## config.mk

```make
export PLATFORM = sky130hd
export DESIGN_NAME = vc_output_port_flat
export DESIGN_NICKNAME = d
export VERILOG_FILES = /design/src/rtl/router_pkg.sv /design/src/rtl/vc_output_port_if.sv /design/src/rtl/vc_fifo.sv /design/src/rtl/vc_output_port.sv /design/src/flat_wrapper.sv
export SDC_FILE = /design/constraint.sdc
export NUM_CORES = 1
export LEC_CHECK = 0
export ABC_AREA = 1
export CELL_PAD_IN_SITES_DETAIL_PLACEMENT = 1
export CELL_PAD_IN_SITES_GLOBAL_PLACEMENT = 1
export CORE_ASPECT_RATIO = 1.1
export CORE_MARGIN = 8
export CORE_UTILIZATION = 42
export DETAILED_ROUTE_END_ITERATION = 10
export PLACE_DENSITY_LB_ADDON = 0.15
export SYNTH_ARGS = -nofsm -noshare
export SYNTH_HDL_FRONTEND = slang
export SYNTH_SLANG_ARGS = --single-unit
```

## constraint.sdc

```tcl
create_clock -name clk -period 7.3 [get_ports clk]
set_clock_uncertainty 0.15 [all_clocks]
set_input_delay 1.095 -clock clk [delete_from_list [all_inputs] [get_ports clk]]
set_output_delay 1.095 -clock clk [all_outputs]
set_load 0.01 [all_outputs]
```

## src/rtl/router_pkg.sv

```systemverilog
// Shared router constants: VC encodings, default packet width and a width helper.
// Pure declarations; no latency, no backpressure involvement.
package router_pkg;

  localparam logic VC_EVEN = 1'b0;
  localparam logic VC_ODD  = 1'b1;

  localparam int DEFAULT_DATA_WIDTH = 64;

  // Bits needed to encode values 0..n-1 (0 for n<=1).
  function automatic int clog2(input int n);
    int r;
    r = 0;
    while ((1 << r) < n) r++;
    return r;
  endfunction

endpackage

```

## src/rtl/vc_output_port_if.sv

```systemverilog
// Handshake bundle between the input interfaces / downstream link and one output port.
// master drives requests, phase and ready; slave (the port) drives grants and the link.
interface vc_output_port_if
  import router_pkg::*;
#(
  parameter int DATA_WIDTH = DEFAULT_DATA_WIDTH,
  parameter int NUM_IN     = 4
);

  logic                         polarity;
  logic [NUM_IN-1:0]            req;
  logic [NUM_IN*DATA_WIDTH-1:0] data_in;
  logic [NUM_IN-1:0]            clear;
  logic                         ro;
  logic                         so;
  logic [DATA_WIDTH-1:0]        data_out;
  logic [1:0]                   full_vc;
  logic                         empty;

  modport master (
    output polarity, req, data_in, ro,
    input  clear, so, data_out, full_vc, empty
  );

  modport slave (
    input  polarity, req, data_in, ro,
    output clear, so, data_out, full_vc, empty
  );

endinterface

```

## src/rtl/vc_fifo.sv

```systemverilog
// One virtual-channel buffer: BUF_DEPTH entries, head/tail wrap at BUF_DEPTH-1, rdata shows head.
// Push is ignored when full and pop when empty; read data is combinational from the head entry.
module vc_fifo
  import router_pkg::*;
#(
  parameter int  DATA_WIDTH = DEFAULT_DATA_WIDTH,
  parameter int  BUF_DEPTH  = 2,
  localparam int PW         = (BUF_DEPTH > 1) ? clog2(BUF_DEPTH) : 1,
  localparam int CW         = clog2(BUF_DEPTH + 1)
) (
  input  logic                  clk,
  input  logic                  reset,
  input  logic                  push,
  input  logic                  pop,
  input  logic [DATA_WIDTH-1:0] wdata,
  output logic [DATA_WIDTH-1:0] rdata,
  output logic [CW-1:0]         count,
  output logic                  full,
  output logic                  empty
);

  logic [DATA_WIDTH-1:0] mem [BUF_DEPTH];
  logic [PW-1:0]         head;
  logic [PW-1:0]         tail;
  logic                  push_ok;
  logic                  pop_ok;

  assign full    = (count == CW'(BUF_DEPTH));
  assign empty   = (count == '0);
  assign push_ok = push && !full;
  assign pop_ok  = pop && !empty;
  assign rdata   = mem[head];

  // Storage carries no reset; only pointers and occupancy define validity.
  always_ff @(posedge clk) begin
    if (push_ok) mem[tail] <= wdata;
  end

  always_ff @(posedge clk or negedge reset) begin
    if (!reset) begin
      head  <= '0;
      tail  <= '0;
      count <= '0;
    end else begin
      if (push_ok) tail <= (tail == PW'(BUF_DEPTH - 1)) ? '0 : tail + 1'b1;
      if (pop_ok)  head <= (head == PW'(BUF_DEPTH - 1)) ? '0 : head + 1'b1;
      if (push_ok && !pop_ok)      count <= count + 1'b1;
      else if (pop_ok && !push_ok) count <= count - 1'b1;
    end
  end

endmodule

```

## src/rtl/vc_output_port.sv

```systemverilog
// Round-robin output port: writes VC[polarity], sends VC[~polarity]; so/data_out one edge after send.
// A full write VC blocks all requesters (clear stays 0); ro=0 holds the send VC untouched.
module vc_output_port
  import router_pkg::*;
#(
  parameter int  DATA_WIDTH = DEFAULT_DATA_WIDTH,
  parameter int  NUM_IN     = 4,
  parameter int  BUF_DEPTH  = 2,
  localparam int IW         = clog2(NUM_IN),
  localparam int CW         = clog2(BUF_DEPTH + 1)
) (
  input logic              clk,
  input logic              reset,
  vc_output_port_if.slave  port
);

  logic                  wvc;
  logic                  svc;
  logic [IW-1:0]         rr_ptr;
  logic                  grant_vld;
  logic [IW-1:0]         grant_idx;
  int                    scan;
  logic                  write_en;
  logic                  send_en;
  logic [DATA_WIDTH-1:0] wdata;
  logic [DATA_WIDTH-1:0] vc_rdata [2];
  logic [CW-1:0]         vc_count [2];
  logic [1:0]            vc_full;
  logic [1:0]            vc_empty;
  logic                  so_q;
  logic [DATA_WIDTH-1:0] data_out_q;

  assign wvc = port.polarity ? VC_ODD : VC_EVEN;
  assign svc = ~wvc;

  // Cyclic priority scan starting at rr_ptr; first requester found wins.
  always_comb begin
    grant_vld = 1'b0;
    grant_idx = '0;
    scan      = 0;
    for (int k = 0; k < NUM_IN; k++) begin
      scan = int'(rr_ptr) + k;
      if (scan >= NUM_IN) scan = scan - NUM_IN;
      if (!grant_vld && port.req[IW'(scan)]) begin
        grant_vld = 1'b1;
        grant_idx = IW'(scan);
      end
    end
  end

  always_comb begin
    wdata = '0;
    for (int i = 0; i < NUM_IN; i++) begin
      if (grant_idx == IW'(i)) wdata = port.data_in[i*DATA_WIDTH +: DATA_WIDTH];
    end
  end

  assign write_en   = grant_vld && !vc_full[wvc];
  assign send_en    = !vc_empty[svc] && port.ro;
  assign port.clear = write_en ? (NUM_IN'(1) << grant_idx) : '0;

  for (genvar v = 0; v < 2; v++) begin : g_vc
    vc_fifo #(
      .DATA_WIDTH (DATA_WIDTH),
      .BUF_DEPTH  (BUF_DEPTH)
    ) u_fifo (
      .clk   (clk),
      .reset (reset),
      .push  (write_en && (wvc == 1'(v))),
      .pop   (send_en && (svc == 1'(v))),
      .wdata (wdata),
      .rdata (vc_rdata[v]),
      .count (vc_count[v]),
      .full  (vc_full[v]),
      .empty (vc_empty[v])
    );
  end

  always_ff @(posedge clk or negedge reset) begin
    if (!reset) begin
      rr_ptr     <= '0;
      so_q       <= 1'b0;
      data_out_q <= '0;
    end else begin
      if (write_en) rr_ptr <= (grant_idx == IW'(NUM_IN - 1)) ? '0 : grant_idx + 1'b1;
      so_q <= send_en;
      if (send_en) data_out_q <= vc_rdata[svc];
    end
  end

  assign port.so       = so_q;
  assign port.data_out = data_out_q;
  assign port.full_vc  = vc_full;
  assign port.empty    = (vc_count[0] == '0) && (vc_count[1] == '0);

endmodule

```

## src/flat_wrapper.sv

```systemverilog
// flat-port wrapper written by rule: the top's interface ports become plain ports
module vc_output_port_flat import router_pkg::*;
#(
  parameter int  DATA_WIDTH = DEFAULT_DATA_WIDTH,
  parameter int  NUM_IN     = 4,
  parameter int  BUF_DEPTH  = 2,
  localparam int IW         = clog2(NUM_IN),
  localparam int CW         = clog2(BUF_DEPTH + 1)
)
  (clk, reset, port_polarity, port_req, port_data_in, port_ro, port_clear, port_so, port_data_out, port_full_vc, port_empty);
  vc_output_port_if #(.DATA_WIDTH(DATA_WIDTH), .NUM_IN(NUM_IN)) port_i ();
  input logic clk;
  input logic reset;
  input wire logic [$bits(port_i.polarity)-1:0] port_polarity;
  input wire logic [$bits(port_i.req)-1:0] port_req;
  input wire logic [$bits(port_i.data_in)-1:0] port_data_in;
  input wire logic [$bits(port_i.ro)-1:0] port_ro;
  output wire logic [$bits(port_i.clear)-1:0] port_clear;
  output wire logic [$bits(port_i.so)-1:0] port_so;
  output wire logic [$bits(port_i.data_out)-1:0] port_data_out;
  output wire logic [$bits(port_i.full_vc)-1:0] port_full_vc;
  output wire logic [$bits(port_i.empty)-1:0] port_empty;
  assign port_i.polarity = port_polarity;
  assign port_i.req = port_req;
  assign port_i.data_in = port_data_in;
  assign port_i.ro = port_ro;
  assign port_clear = port_i.clear;
  assign port_so = port_i.so;
  assign port_data_out = port_i.data_out;
  assign port_full_vc = port_i.full_vc;
  assign port_empty = port_i.empty;
  vc_output_port #(.DATA_WIDTH(DATA_WIDTH), .NUM_IN(NUM_IN), .BUF_DEPTH(BUF_DEPTH)) u_core (.clk(clk), .reset(reset), .port(port_i));
endmodule
```

# Word level (Yosys, flattened, before mapping)
# Memories as Yosys holds them, arrays and structs flattened.
# Cells that the tools add are included.
# word_totals
register_bits	75
ram_bits	256
inputBits	264
output_inout_bits	72
mem_count	2
# memory_table
memory	depth	width	read_ports	rd_ports_with_merged_regs	wr	line_no	text
u_core.g_vc[0].u_fifo.mem	2	64	1	0	1	vc_fifo.sv:22	logic [DATA_WIDTH-1:0] mem [BUF_DEPTH];
u_core.g_vc[1].u_fifo.mem	2	64	1	0	1	vc_fifo.sv:22	
# classes
n_addsub	16
n_lt_le_gt_ge	11
eq_ne	5
shift	1
muxes	50
n_bitwise	2
n_reduce_logical	36
# ops
operator	count
two-way mux 64 bit	7
two-way mux 2 bit	13
two-way mux 1 bit	25
logical AND 1 bit	18
< comparator 2 x 4 -> 1 bit (second input constant)	4
zero test 1 bit	13
subtractor 2 x 1 -> 2 bit (second input constant)	6
greater-or-equal comparator 3 bit (second input constant)	3
binary-select mux 1 bit (select 2 bit)	4
equality test 2 bit (second input constant)	4
adder 2 x 1 -> 2 bit (second input constant)	3
adder 2 x 2 -> 3 bit (second input constant)	2
zero test 2 bit	3
adder 1 bit (second input constant)	4
< comparator 1 x 2 -> 1 bit (second input constant)	2
two-way mux 4 bit	1
nonzero test 2 bit	2
left shift 1 x 2 -> 4 bit (first input constant)	1
adder 2 x 1 -> 3 bit (second input constant)	1
greater-or-equal comparator 2 x 3 -> 1 bit (second input constant)	1
equality test 2 x 1 -> 1 bit (second input constant)	1
greater-or-equal comparator 2 bit (second input constant)	1
NOT 1 -> 2 bit	1
NOT 1 bit	1

# Depth between registers and ports, before layout
# Gate-level depths: netlist of run 1.
# logic_depth
word_depth	22
mapped_depth	17
ltp_nobuf	16

# By module
# A second synthesis of run 1 with hierarchy kept.
# hier_totals
hier_cells	1588
hier_area_um2	14959.3
# modules_own_cells
module	instances	cells_per_inst	area_each_um2
vc_fifo	2	366	4888.4
vc_output_port	1	856	5182.5

# Least setup slack after synthesis of run 1
# OpenSTA, ideal clock, no wires.
# synth_timing
kind	input -> register
from	input port_req[0]
to	memory u_core.g_vc[0].u_fifo.mem[1][0] (netlist name) (enable)
setup_time_ps	486
arrival_ps	4389
slack_ps	2275
path_stages	8
path_buffers	0
cell_sequence	inv_1 -> nand2_1 -> nand2_1 -> o21ai_2 -> inv_1 -> nand3_4 -> nand2_1 -> nor2_1
# synth_via
elab_chain_len	18
elab_cells_between_ends	27
cone_classes	18 x mux; 9 x reduce/logical
# synth_rtl
element	line_no	text
start: declaration	flat_wrapper.sv:15	input wire logic [$bits(port_i.req)-1:0] port_req;
binary-select mux 1 bit (select 2 bit)	vc_output_port.sv:44	if (!grant_vld && port.req[IW'(scan)]) begin
two-way mux 1 bit (not written as such) (2 in a row)	vc_output_port.sv:44	
two-way mux 1 bit	vc_output_port.sv:44	
zero test 1 bit	vc_output_port.sv:44	
logical AND 1 bit	vc_output_port.sv:44	
two-way mux 1 bit	vc_output_port.sv:44	
zero test 1 bit	vc_output_port.sv:44	
logical AND 1 bit	vc_output_port.sv:44	
two-way mux 1 bit	vc_output_port.sv:44	
zero test 1 bit	vc_output_port.sv:44	
logical AND 1 bit	vc_output_port.sv:44	
two-way mux 1 bit *	vc_output_port.sv:44	
logical AND 1 bit *	vc_output_port.sv:58	assign write_en = grant_vld && !vc_full[wvc];
logical AND 1 bit *	vc_output_port.sv:69	.push (write_en && (wvc == 1'(v))),
logical AND 1 bit *	vc_fifo.sv:30	assign push_ok = push && !full;
two-way mux 1 bit *	vc_fifo.sv:36	if (push_ok) mem[tail] <= wdata;
two-way mux 1 bit (not written as such) *	vc_fifo.sv:36	
end: declaration	vc_fifo.sv:22	
# Mark *: on every way between the ends. The rest lies on a longest branch, timed or not. The select of a mux whose other input is x is not followed.

# Worst setup path in the final report of run 1
# layout_timing
from	input port_req[1]
to	output port_clear[1]
# layout_via
elab_chain_len	15
elab_cells_between_ends	29
cone_classes	1 x shift; 21 x mux; 7 x reduce/logical
# layout_rtl
element	line_no	text
binary-select mux 1 bit (select 2 bit)	vc_output_port.sv:44	
two-way mux 1 bit (not written as such) (2 in a row)	vc_output_port.sv:44	
two-way mux 1 bit	vc_output_port.sv:44	
zero test 1 bit	vc_output_port.sv:44	
logical AND 1 bit	vc_output_port.sv:44	
two-way mux 1 bit	vc_output_port.sv:44	
zero test 1 bit	vc_output_port.sv:44	
logical AND 1 bit	vc_output_port.sv:44	
two-way mux 1 bit	vc_output_port.sv:44	
zero test 1 bit	vc_output_port.sv:44	
logical AND 1 bit	vc_output_port.sv:44	
two-way mux 2 bit / two-way mux 1 bit (equally long branches)	vc_output_port.sv:44	
left shift 1 x 2 -> 4 bit / logical AND 1 bit (equally long branches)	vc_output_port.sv:60, vc_output_port.sv:58	
two-way mux 4 bit *	vc_output_port.sv:60	assign port.clear = write_en ? (NUM_IN'(1) << grant_idx) : '0;
end: declaration	flat_wrapper.sv:18	output wire logic [$bits(port_i.clear)-1:0] port_clear;
# Marks and branches as above.

==> results of run 1 <==
## cell usage in the layout, fill, tap and decap left out, drive strengths merged, types with 2 or more instances in the layout
master         Yosys  final
nor2              14     14
xnor2              2      2
inv               29     27
clkdlybuf4s50      0    334
clkbuf            35     49
edfxtp           256    256
nand3             39     39
dfrtp             75     75
mux2i             76     76
nand2            518    518
o221ai            38     38
clkinv             3     14
bufinv             0      4
a21oi             66     66
xor2               4      4
ha                 6      6
o21ai            132    132
buf               45     17
## cell type report
cell class / count / share of cell area [%]
clock inverter: 13 / 0.843
timing repair buffer: 351 / 17.9
multi-input combinational: 898 / 23.3
inverter: 32 / 0.637
tap: 438 / 2.82
clock buffer: 49 / 5.30
antenna: 1 / 0.0129
sequential: 331 / 49.2
## routing by layer
layer | wire length [um] | track usage (%) | vias up
li1 | - | - | 5277
met1 | 18300 | 24.7 | 5537
met2 | 25000 | 42.6 | 268
met3 | 2670 | 5.62 | 66
met4 | 929 | 5.34 | 2
met5 | 10 | 0 | -
## worst min-delay path by stage
| stage | to |
|---|---|
| detailed placement | u_core.port.data_out[52] |
| finish | u_core.g_vc[0].u_fifo.tail |
| global route | u_core.port.data_out[19] |
| global placement | u_core.g_vc[0].u_fifo.tail |
| CTS | u_core.port.data_out[12] |
| floorplan | u_core.g_vc[0].u_fifo.tail |
## metrics by stage
stage	hold slack [ns]	cells	setup WS (ns)
after floorplan	0.292	1341	2.28
after global placement	0.306	2050	2.24
after detailed placement	0.330	2050	2.15
after CTS	0.348	2112	2.13
after global routing	0.372	2113	1.90
final	0.338	2113	2.15
## power breakdown
| group | leakage [nW] | internal, W | switching (W) |
|---|---|---|---|
| clock | 0.596 | 0.00113 | 0.000705 |
| sequential | 3.32 | 0.00411 | 0.000428 |
| combinational | 3.78 | 0.00176 | 0.00374 |
| total | 7.70 | 0.00700 | 0.00487 |
## cell families after synthesis
family | after synthesis
AO/OA/AOI/OAI | 236
XOR/XNOR | 6
adder cells (fa/ha/maj) | 6
buffers and inverters | 112
flip-flops | 331
multiplexers | 76
AND/OR/NAND/NOR | 574
## flip-flops by register name (all words and copies together) (netlist names)
register                  flops
u_core.g_vc.u_fifo.count      4
u_core.g_vc.u_fifo.head       2
u_core.g_vc.u_fifo.mem      256
u_core.g_vc.u_fifo.tail       2
u_core.port.data_out         64
u_core.port.so                1
u_core.rr_ptr                 2
## critical path, cell delays in order
cell and delay [ns]:
clkdlybuf4s50_1 0.48, inv_1 0.06, nand2_1 0.09, nand2_1 0.08
o21ai_2 0.16, inv_1 0.12, nand3_4 0.13, nand3_1 0.14
inv_1 0.13, ha_2 0.61, inv_1 0.11, nor2_1 0.13
clkdlybuf4s50_1 0.57
==> results.sh, run 1 <==
export IMPL_synth_compound_area_share_pct=9.13
export IMPL_slew_viol_final=0
export IMPL_clock_sinks=331
export IMPL_synth_commonest_cells="509 x nand2_1, 256 x edfxtp_1, 95 x o21ai_0"
export IMPL_avgSynthCellArea_um2=10.8
export IMPL_rr_endpoint="u_core.g_vc[0].u_fifo.mem[1][58]"
export IMPL_worstPathArrival_ns=3.90
export IMPL_hold_path_class="flop to flop"
export IMPL_fin_area_mm2=0.0194
export IMPL_dr_first_iter_drc_count=589
export IMPL_io_buffers=335
export IMPL_fin_util_pct=56.8
export IMPL_area_delta_synth_final_pct=33.7
export IMPL_htreeDepth=2
export IMPL_ff2ff_setup_slack_ns=2.96
export IMPL_holdPathStages=2
export IMPL_synth_edf_count=256
export IMPL_period_share_pct=70.5
export IMPL_outcome="complete, no violations"
export IMPL_grt_pass1_wl_um=71400
export IMPL_cts_resized=0
export IMPL_tightest_slew_ns=1.08
export IMPL_num_nets_final=1919
export IMPL_wl_per_cell_um=22.2
export IMPL_synthMuxAreaShare_pct=5.23
export IMPL_start_util_pct=42.5
export IMPL_synth_nets=1611
export IMPL_ff_latch_area_mm2=0.00957
export IMPL_grt_start_max_net_pins=81
export IMPL_async_reset_ff_share_pct=22.7
export IMPL_grt_pass1_vias=12360
export IMPL_drtAntennaViolNets=0
export IMPL_period_needed_ns=5.15
export IMPL_worstSetupEndpoint="port_clear[1]"
export IMPL_rsz0062_at_grt="no"
export IMPL_synth_ff_latch_count=331
export IMPL_synth_cell_type_count=32
export IMPL_gp_congestion=0.803
export IMPL_fp_dieH_um=211
export IMPL_hpwlAfterDp_um=31000
export IMPL_tritoncts="yes"
export IMPL_fmax_mhz=194
export IMPL_hold_buffers=0
export IMPL_synth_most_common_cell="nand2_1"
export IMPL_maxSlewHeadroom_pct=27.4
export IMPL_endpoint_kind="output port"
export IMPL_drive_gt1_share_pct=6.39
export IMPL_root_buffer="clkbuf_16"
export IMPL_syn_area_mm2=0.0145
export IMPL_required_ns=6.05
export IMPL_r2r_cells=16
export IMPL_grt_overflow_total=0
export IMPL_synth_simple_area_share_pct=15.6
export IMPL_finalSetupViolCount=0
export IMPL_synth_top_family_by_area="simple AND/OR/NAND/NOR gates"
export IMPL_cts_setup_buffers=0
export IMPL_synth_area_top_cells="edfxtp_1 53%, nand2_1 13%, dfrtp_1 13%"
export IMPL_fp_dieW_um=193
export IMPL_numCtsBuffers=35
export IMPL_routed_via_density=5.28
export IMPL_synth_xor_area_share_pct=0.361
export IMPL_min_from="u_core.g_vc[0].u_fifo.tail"
export IMPL_netlist_area_leader_share_pct=52.9
export IMPL_multi_input_area_mm2=0.00453
export IMPL_cellPowerDensity_mw_per_mm2=610
export IMPL_drt_first_pass_iters=5
export IMPL_fin_total_pwr_w=0.0119
export IMPL_hold_violations=0
export IMPL_core_rowCount=71
export IMPL_crit_type="input port to output port"
export IMPL_worstSetupStartpointType="input port"
export IMPL_cap_violations=0
export IMPL_clock_latency_ns=0.51
export IMPL_num_io_pins=336
export IMPL_p_leak_nw=7.70
export IMPL_die_area_mm2=0.0408
export IMPL_dpl_cell_area_mm2=0.0182
export IMPL_seq_area_frac_synth_pct=65.8
export IMPL_syn_instance_count=1341
export IMPL_ir_worst_vdd_v=0.000377
export IMPL_synth_top_area_cell="edfxtp_1"
export IMPL_critPathMaxFanout=27
export IMPL_synthFlopType="edfxtp_1"
export IMPL_cts_max_path_buffers=3
export IMPL_core_area_mm2=0.0342
export IMPL_routed_wl_um=46900
export IMPL_antenna_found_initial=2
export IMPL_nFillCells=3593
export IMPL_drcViolationCount=0
export IMPL_vias=11150
export IMPL_grt_usage_pct=22.4
export IMPL_ys_warn_count=0
export IMPL_clkTransAtPathRegs_ns=0.06
export IMPL_synth_adder_area_share_pct=0.516
export IMPL_crit_path_start="port_req[1]"
export IMPL_fin_tns_setup_ns=0
export IMPL_reg2reg_from="u_core.rr_ptr[0]"
Note: power is estimated with default switching activity, not from simulation.
==> inputs of run 2 (changes only) <==
- CORE_UTILIZATION: 42 -> 35
- clock period: 7.3 -> 4.3 ns (I/O delays scaled with it)
==> run 2 against run 1 <==
The flow now finishes with violations (negative hold slack). Combinational power grew 78%. Worst setup slack got worse by 1.8 ns. Non-clock buffer count increased by 6. Sequential share of layout area shrank 0.71 points. Clock power increased by 64%. Cell area up 1.5%. Sequential cell count did not move. Final cell count up 6.4%. Die area grew 18%. Critical path type is now flop to output port. Largest cell class unchanged.
==> results.sh, run 2 (synthesis gave the netlist of run 1 again) <==
export IMPL_drt_first_pass_iters=5
export IMPL_core_area_mm2=0.0411
export IMPL_start_util_pct=35.4
export IMPL_power_share_combinational_pct=48.0
export IMPL_area_delta_synth_final_pct=35.7
export IMPL_grt_usage_pct=20.0
export IMPL_fin_tns_setup_ns=0
export IMPL_required_ns=3.50
export IMPL_num_io_pins=336
export IMPL_crit_type="flop to output port"
export IMPL_largest_reg_flops=256
export IMPL_pre_cts_ws_ns=0.392
export IMPL_dr_first_iter_drc_count=518
export IMPL_grt_overflow_total=0
export IMPL_period_needed_ns=3.90
export IMPL_routed_via_density=4.96
export IMPL_rsz0062_at_grt="no"
export IMPL_cp_top_family="buffers and inverters"
export IMPL_hold_slack_ns=-0.00685
export IMPL_die_area_mm2=0.0483
export IMPL_wl_per_cell_um=22.0
export IMPL_core_rowCount=78
export IMPL_drtAntennaViolNets=0
export IMPL_outcome="complete, but fails checks"
export IMPL_routed_wl_um=49300
export IMPL_hpwlAfterDp_um=32600
export IMPL_hold_buffers=0
export IMPL_worst_path_buf_inv=4
export IMPL_finalSetupViolCount=0
export IMPL_grt_pass1_wl_um=74200
export IMPL_maxSlewHeadroom_pct=19.7
export IMPL_intPower_w=0.0120
export IMPL_switching_share_pct=41.5
export IMPL_numCtsBuffers=37
export IMPL_clock_latency_ns=0.53
export IMPL_antenna_found_initial=4
export IMPL_drcViolationCount=0
export IMPL_fmax_mhz=256
export IMPL_layout_commonest_cell="nand2_1"
export IMPL_io_buffers=335
export IMPL_slew_viol_final=0
export IMPL_fin_ws_ns=0.396
export IMPL_top_register="u_core.g_vc.u_fifo.mem"
export IMPL_critPathMostFrequentCell="nand3_1"
export IMPL_drive_gt1_share_pct=6.41
export IMPL_period_share_pct=90.8
export IMPL_num_nets_final=1927
export IMPL_cts_setup_buffers=0
export IMPL_p_leak_nw=7.73
export IMPL_htreeDepth=2
export IMPL_critPathMaxFanout=11
export IMPL_slowest_stage="clkdlybuf4s50_1"
export IMPL_clkTransAtPathRegs_ns=0.06
export IMPL_grt_start_max_net_pins=129
export IMPL_wl_met1_um=20800
export IMPL_worstSetupStartpointType="flop"
export IMPL_seq_power_share_pct=37.3
export IMPL_fp_dieH_um=230
export IMPL_clock_sinks=331
export IMPL_vias=11149
export IMPL_cts_max_path_buffers=3
export IMPL_wl_met2_um=25200
export IMPL_grt_pass1_vias=12153
export IMPL_final_cell_mix="509 x nand2_1, 334 x clkdlybuf4s50_1, 256 x edfxtp_1"
export IMPL_tightest_slew_ns=1.20
export IMPL_ir_worst_vdd_v=0.00110
export IMPL_nFillCells=4466
export IMPL_failed_checks="negative hold slack"
export IMPL_slowest_delay_ns=0.59
export IMPL_worstPathCellList="inv_2 -> nand2_1 -> nand3_1 -> nand2_2 -> nor2_4 -> nand3_1 -> nand3_1 -> nand2_1 -> inv_1 -> ha_2 -> inv_2 -> nor2_1 -> clkdlybuf4s50_1"
export IMPL_highest_layer="met5"
export IMPL_hold_violations=2
export IMPL_worstPathArrival_ns=3.11
export IMPL_endpoint_kind="output port"
export IMPL_cellPowerDensity_mw_per_mm2=1040
export IMPL_root_buffer="clkbuf_16"
export IMPL_cap_violations=0
export IMPL_hold_path_class="input port to asynchronous set/reset pin"
export IMPL_gp_congestion=0.796
export IMPL_p_sw_w=0.00847
export IMPL_fp_dieW_um=210
export IMPL_tritoncts="yes"
export IMPL_dr_wl_met3_um=2260
export IMPL_clkPwrFrac_pct=14.7
run 2: worst paths after layout:
check	from	end	slack, ns	cells after the start
worst min register to register	u_core.g_vc[0].u_fifo.tail	u_core.g_vc[0].u_fifo.tail	0.33	2
worst min-delay path	reset	u_core.port.data_out[10]	-0.007	1
max in group asynchronous	reset	u_core.port.data_out[57]	3.17	2
worst max register to register	u_core.rr_ptr[0]	u_core.g_vc[0].u_fifo.mem[0][9]	0.95	15
min in group clk	u_core.g_vc[0].u_fifo.tail	u_core.g_vc[0].u_fifo.tail	0.33	2
worst max-delay path	u_core.rr_ptr[0]	port_clear[2]	0.40	13
run 2: metrics by stage:
stage / power, W / util (%) / cell area, um^2 / instances
finish: 0.0204 / 48.0 / 19700 / 2248
CTS: 0.0207 / 48.0 / 19700 / 2246
global route: 0.0219 / 48.0 / 19700 / 2247
global placement: 0.0172 / 45.2 / 18600 / 2178
detailed placement: 0.0177 / 45.2 / 18600 / 2178
floorplan: 0.0134 / - / 14500 / 1341
run 2: area by class of cell:
type	count	area [um^2]	area share [%]
clock inverters	10	100	0.507
flip-flops and latches	331	9570	48.5
clock buffers	58	1050	5.35
well taps	560	701	3.55
inverters	32	124	0.628
diodes	2	5.00	0.0254
repair buffers	357	3640	18.5
multi-input cells	898	4530	23.0
run 2: worst reg2reg max path, cell delays in order (launching register included):
cell and delay [ns]:
dfrtp_2 0.49, inv_2 0.18, nand2_1 0.10, nand3_1 0.11, nand2_2 0.09, nor2_4 0.16, nand3_4 0.12, nand3_1 0.16
inv_1 0.10, ha_2 0.23, nor2_4 0.15, buf_4 0.33, nand2_1 0.11, nand2_1 0.06, o21ai_0 0.07, o21ai_0 0.46
run 2: power by group through the flow:
| stage | combinational (W) | sequential, W | clock (W) |
|---|---|---|---|
| after CTS | 0.0100 | 0.00764 | 0.00308 |
| after floorplan | 0.00586 | 0.00756 | 0 |
| after global placement | 0.00963 | 0.00760 | 0 |
| after global routing | 0.0109 | 0.00780 | 0.00318 |
| after detailed placement | 0.00996 | 0.00769 | 0 |
| final | 0.00981 | 0.00763 | 0.00300 |
run 2: repair_timing:
action	4_1_cts	5_1_grt
endpoints found under the hold margin	0	0
endpoints found under the setup margin	0	1
resized for setup	0	1
run 2: routing by layer:
metal	vias to the layer above	GRT usage, %
met5	-	0
met4	4	5.42
met3	69	4.08
met2	242	35.6
met1	5539	24.3
li1	5295	-
==> inputs of run 3 (changes only) <==
- CORE_UTILIZATION: 35 -> 44
- DONT_BUFFER_PORTS: unset -> 1
- HOLD_SLACK_MARGIN: unset -> 0.15
==> run 3 against run 2 <==
The run now ends clean. Worst setup slack worse by 0.079 ns. Worst hold slack better by 0.22 ns. Sequential share of layout area is 10 points higher. Global-route usage is 1.8 points higher. First-iteration DRC count is 5.6% lower. Critical path depth is 1 lower. Die area is 19% lower. Sequential cell count stayed put. Count of clock-buffer cells in the layout is 7 lower. Non-clock buffer count is 336 lower. Fmax is 2.0% lower. Via count is 11% lower. Critical endpoint is now port_clear[1]. Highest routed layer unchanged.
==> results.sh, run 3 (synthesis gave the netlist of run 1 again) <==
export IMPL_outcome="complete, no violations"
export IMPL_critPathMostFrequentCell="inv_1"
export IMPL_gp_congestion=0.806
export IMPL_slew_viol_final=0
export IMPL_drcViolationCount=0
export IMPL_worstSetupStartpointType="flop"
export IMPL_routed_wl_um=43800
export IMPL_drive_gt1_share_pct=8.37
export IMPL_hpwlAfterDp_um=27700
export IMPL_clkTransAtPathRegs_ns=0.05
export IMPL_grt_pass1_wl_um=64900
export IMPL_clock_latency_ns=0.52
export IMPL_wl_met1_um=18100
export IMPL_highest_layer="met5"
export IMPL_drtAntennaViolNets=0
export IMPL_cts_setup_buffers=0
export IMPL_pre_cts_ws_ns=0.495
export IMPL_rsz0062_at_grt="no"
export IMPL_vias=9889
export IMPL_slowest_delay_ns=0.58
export IMPL_fin_ws_ns=0.317
export IMPL_period_needed_ns=3.98
export IMPL_final_cell_mix="509 x nand2_1, 256 x edfxtp_1, 95 x o21ai_0"
export IMPL_num_nets_final=1591
export IMPL_cap_violations=0
export IMPL_endpoint_kind="output port"
export IMPL_routed_via_density=5.55
export IMPL_dr_first_iter_drc_count=489
export IMPL_fmax_mhz=251
export IMPL_hold_violations=0
export IMPL_crit_type="flop to output port"
export IMPL_clock_sinks=331
export IMPL_critPathMaxFanout=41
export IMPL_hold_path_class="input port to flop"
export IMPL_finalSetupViolCount=0
export IMPL_grt_overflow_total=0
export IMPL_largest_reg_flops=256
export IMPL_tritoncts="yes"
export IMPL_dr_wl_met3_um=3160
export IMPL_grt_start_max_net_pins=81
export IMPL_top_register="u_core.g_vc.u_fifo.mem"
export IMPL_core_area_mm2=0.0329
export IMPL_wl_met2_um=21500
export IMPL_wl_per_cell_um=24.6
export IMPL_cts_max_path_buffers=3
export IMPL_num_io_pins=336
export IMPL_root_buffer="clkbuf_16"
export IMPL_numCtsBuffers=37
export IMPL_die_area_mm2=0.0391
export IMPL_fin_tns_setup_ns=0
export IMPL_htreeDepth=2
export IMPL_tightest_slew_ns=1.16
export IMPL_grt_pass1_vias=10574
export IMPL_worstPathCellList="inv_2 -> nand2_1 -> nand2_1 -> o21ai_2 -> inv_1 -> nand3_4 -> nand3_1 -> inv_1 -> ha_4 -> buf_12 -> inv_1 -> nor2_1"
export IMPL_worstPathArrival_ns=3.19
export IMPL_area_delta_synth_final_pct=11.9
export IMPL_period_share_pct=92.6
export IMPL_fp_dieH_um=207
export IMPL_start_util_pct=44.2
export IMPL_grt_usage_pct=21.8
export IMPL_layout_commonest_cell="nand2_1"
export IMPL_io_buffers=0
export IMPL_num_antenna_cells=0
export IMPL_fp_dieW_um=189
export IMPL_slowest_stage="dfrtp_1"
export IMPL_core_rowCount=70
export IMPL_required_ns=3.50
export IMPL_maxSlewHeadroom_pct=22.3
export IMPL_antenna_found_initial=1
export IMPL_drt_first_pass_iters=5
==> run 3: cell count changes in the layout (fill, tap and decap cells not counted), moves of 4 or more <==
cell             change
clkdlybuf4s50_1    -334
clkbuf_1             -9
clkinv_2             +7
buf_12               -4
==> run 3: critical path, delay by kind of cell, from the launching register on <==
family                     cells  cell delay [ns]
buffers and inverters          5             0.83
and+or+nand+nor                5             0.68
DFF                            1             0.58
adders and majority gates      1             0.39
AOI/OAI and AO/OA              1             0.17
==> run 3: area by class of cell <==
cell class	instances	area (um^2)
Fill cell	3535	16700
Multi-Input combinational cell	898	4540
Clock buffer	51	1070
Sequential cell	331	9570
Clock inverter	17	168
Tap cell	432	541
Inverter	32	124
Timing Repair Buffer	21	258
==> run 3: final timing paths <==
check	from	endpoint	slack, ns	depth (start not counted)
setup reg to reg	u_core.rr_ptr[0]	u_core.g_vc[1].u_fifo.mem[0][25]	0.56	16
hold / removal	port_polarity	u_core.port.so	0.21	2
setup / recovery	u_core.rr_ptr[0]	port_clear[1]	0.32	12
max in group asynchronous	reset	u_core.g_vc[0].u_fifo.head	3.02	2
min in group asynchronous	reset	u_core.port.data_out[4]	0.58	2
hold reg to reg	u_core.g_vc[1].u_fifo.tail	u_core.g_vc[1].u_fifo.tail	0.32	2
==> run 3: repair_timing <==
| item | 4_1_cts | 5_1_grt |
|---|---|---|
| gates resized for setup | 0 | 1 |
| hold buffers | 3 | 0 |
| hold endpoints to repair | 76 | 0 |
| endpoints found under the setup margin | 0 | 1 |
==> run 3: per-layer routing <==
metal	up-vias	global-route usage, %
met5	-	0
met4	2	6.12
met3	62	5.81
met2	279	36.9
met1	4928	27.4
li1	4618	-
==> run 3: stage by stage <==
step	std cells	hold WS (ns)	area (um^2)	util (%)
5_1_grt	1782	0.205	16300	49.4
3_5_place_dp	1711	0.203	15000	45.5
2_1_floorplan	1341	0.199	14500	-
3_3_place_gp	1711	0.203	15000	45.5
6_report	1782	0.210	16300	49.4
4_1_cts	1782	0.186	16300	49.4
Power of run 3 is left out: the tool's default activity adds up to more than one toggle a clock period on the data nets, which glitch-free logic cannot reach.
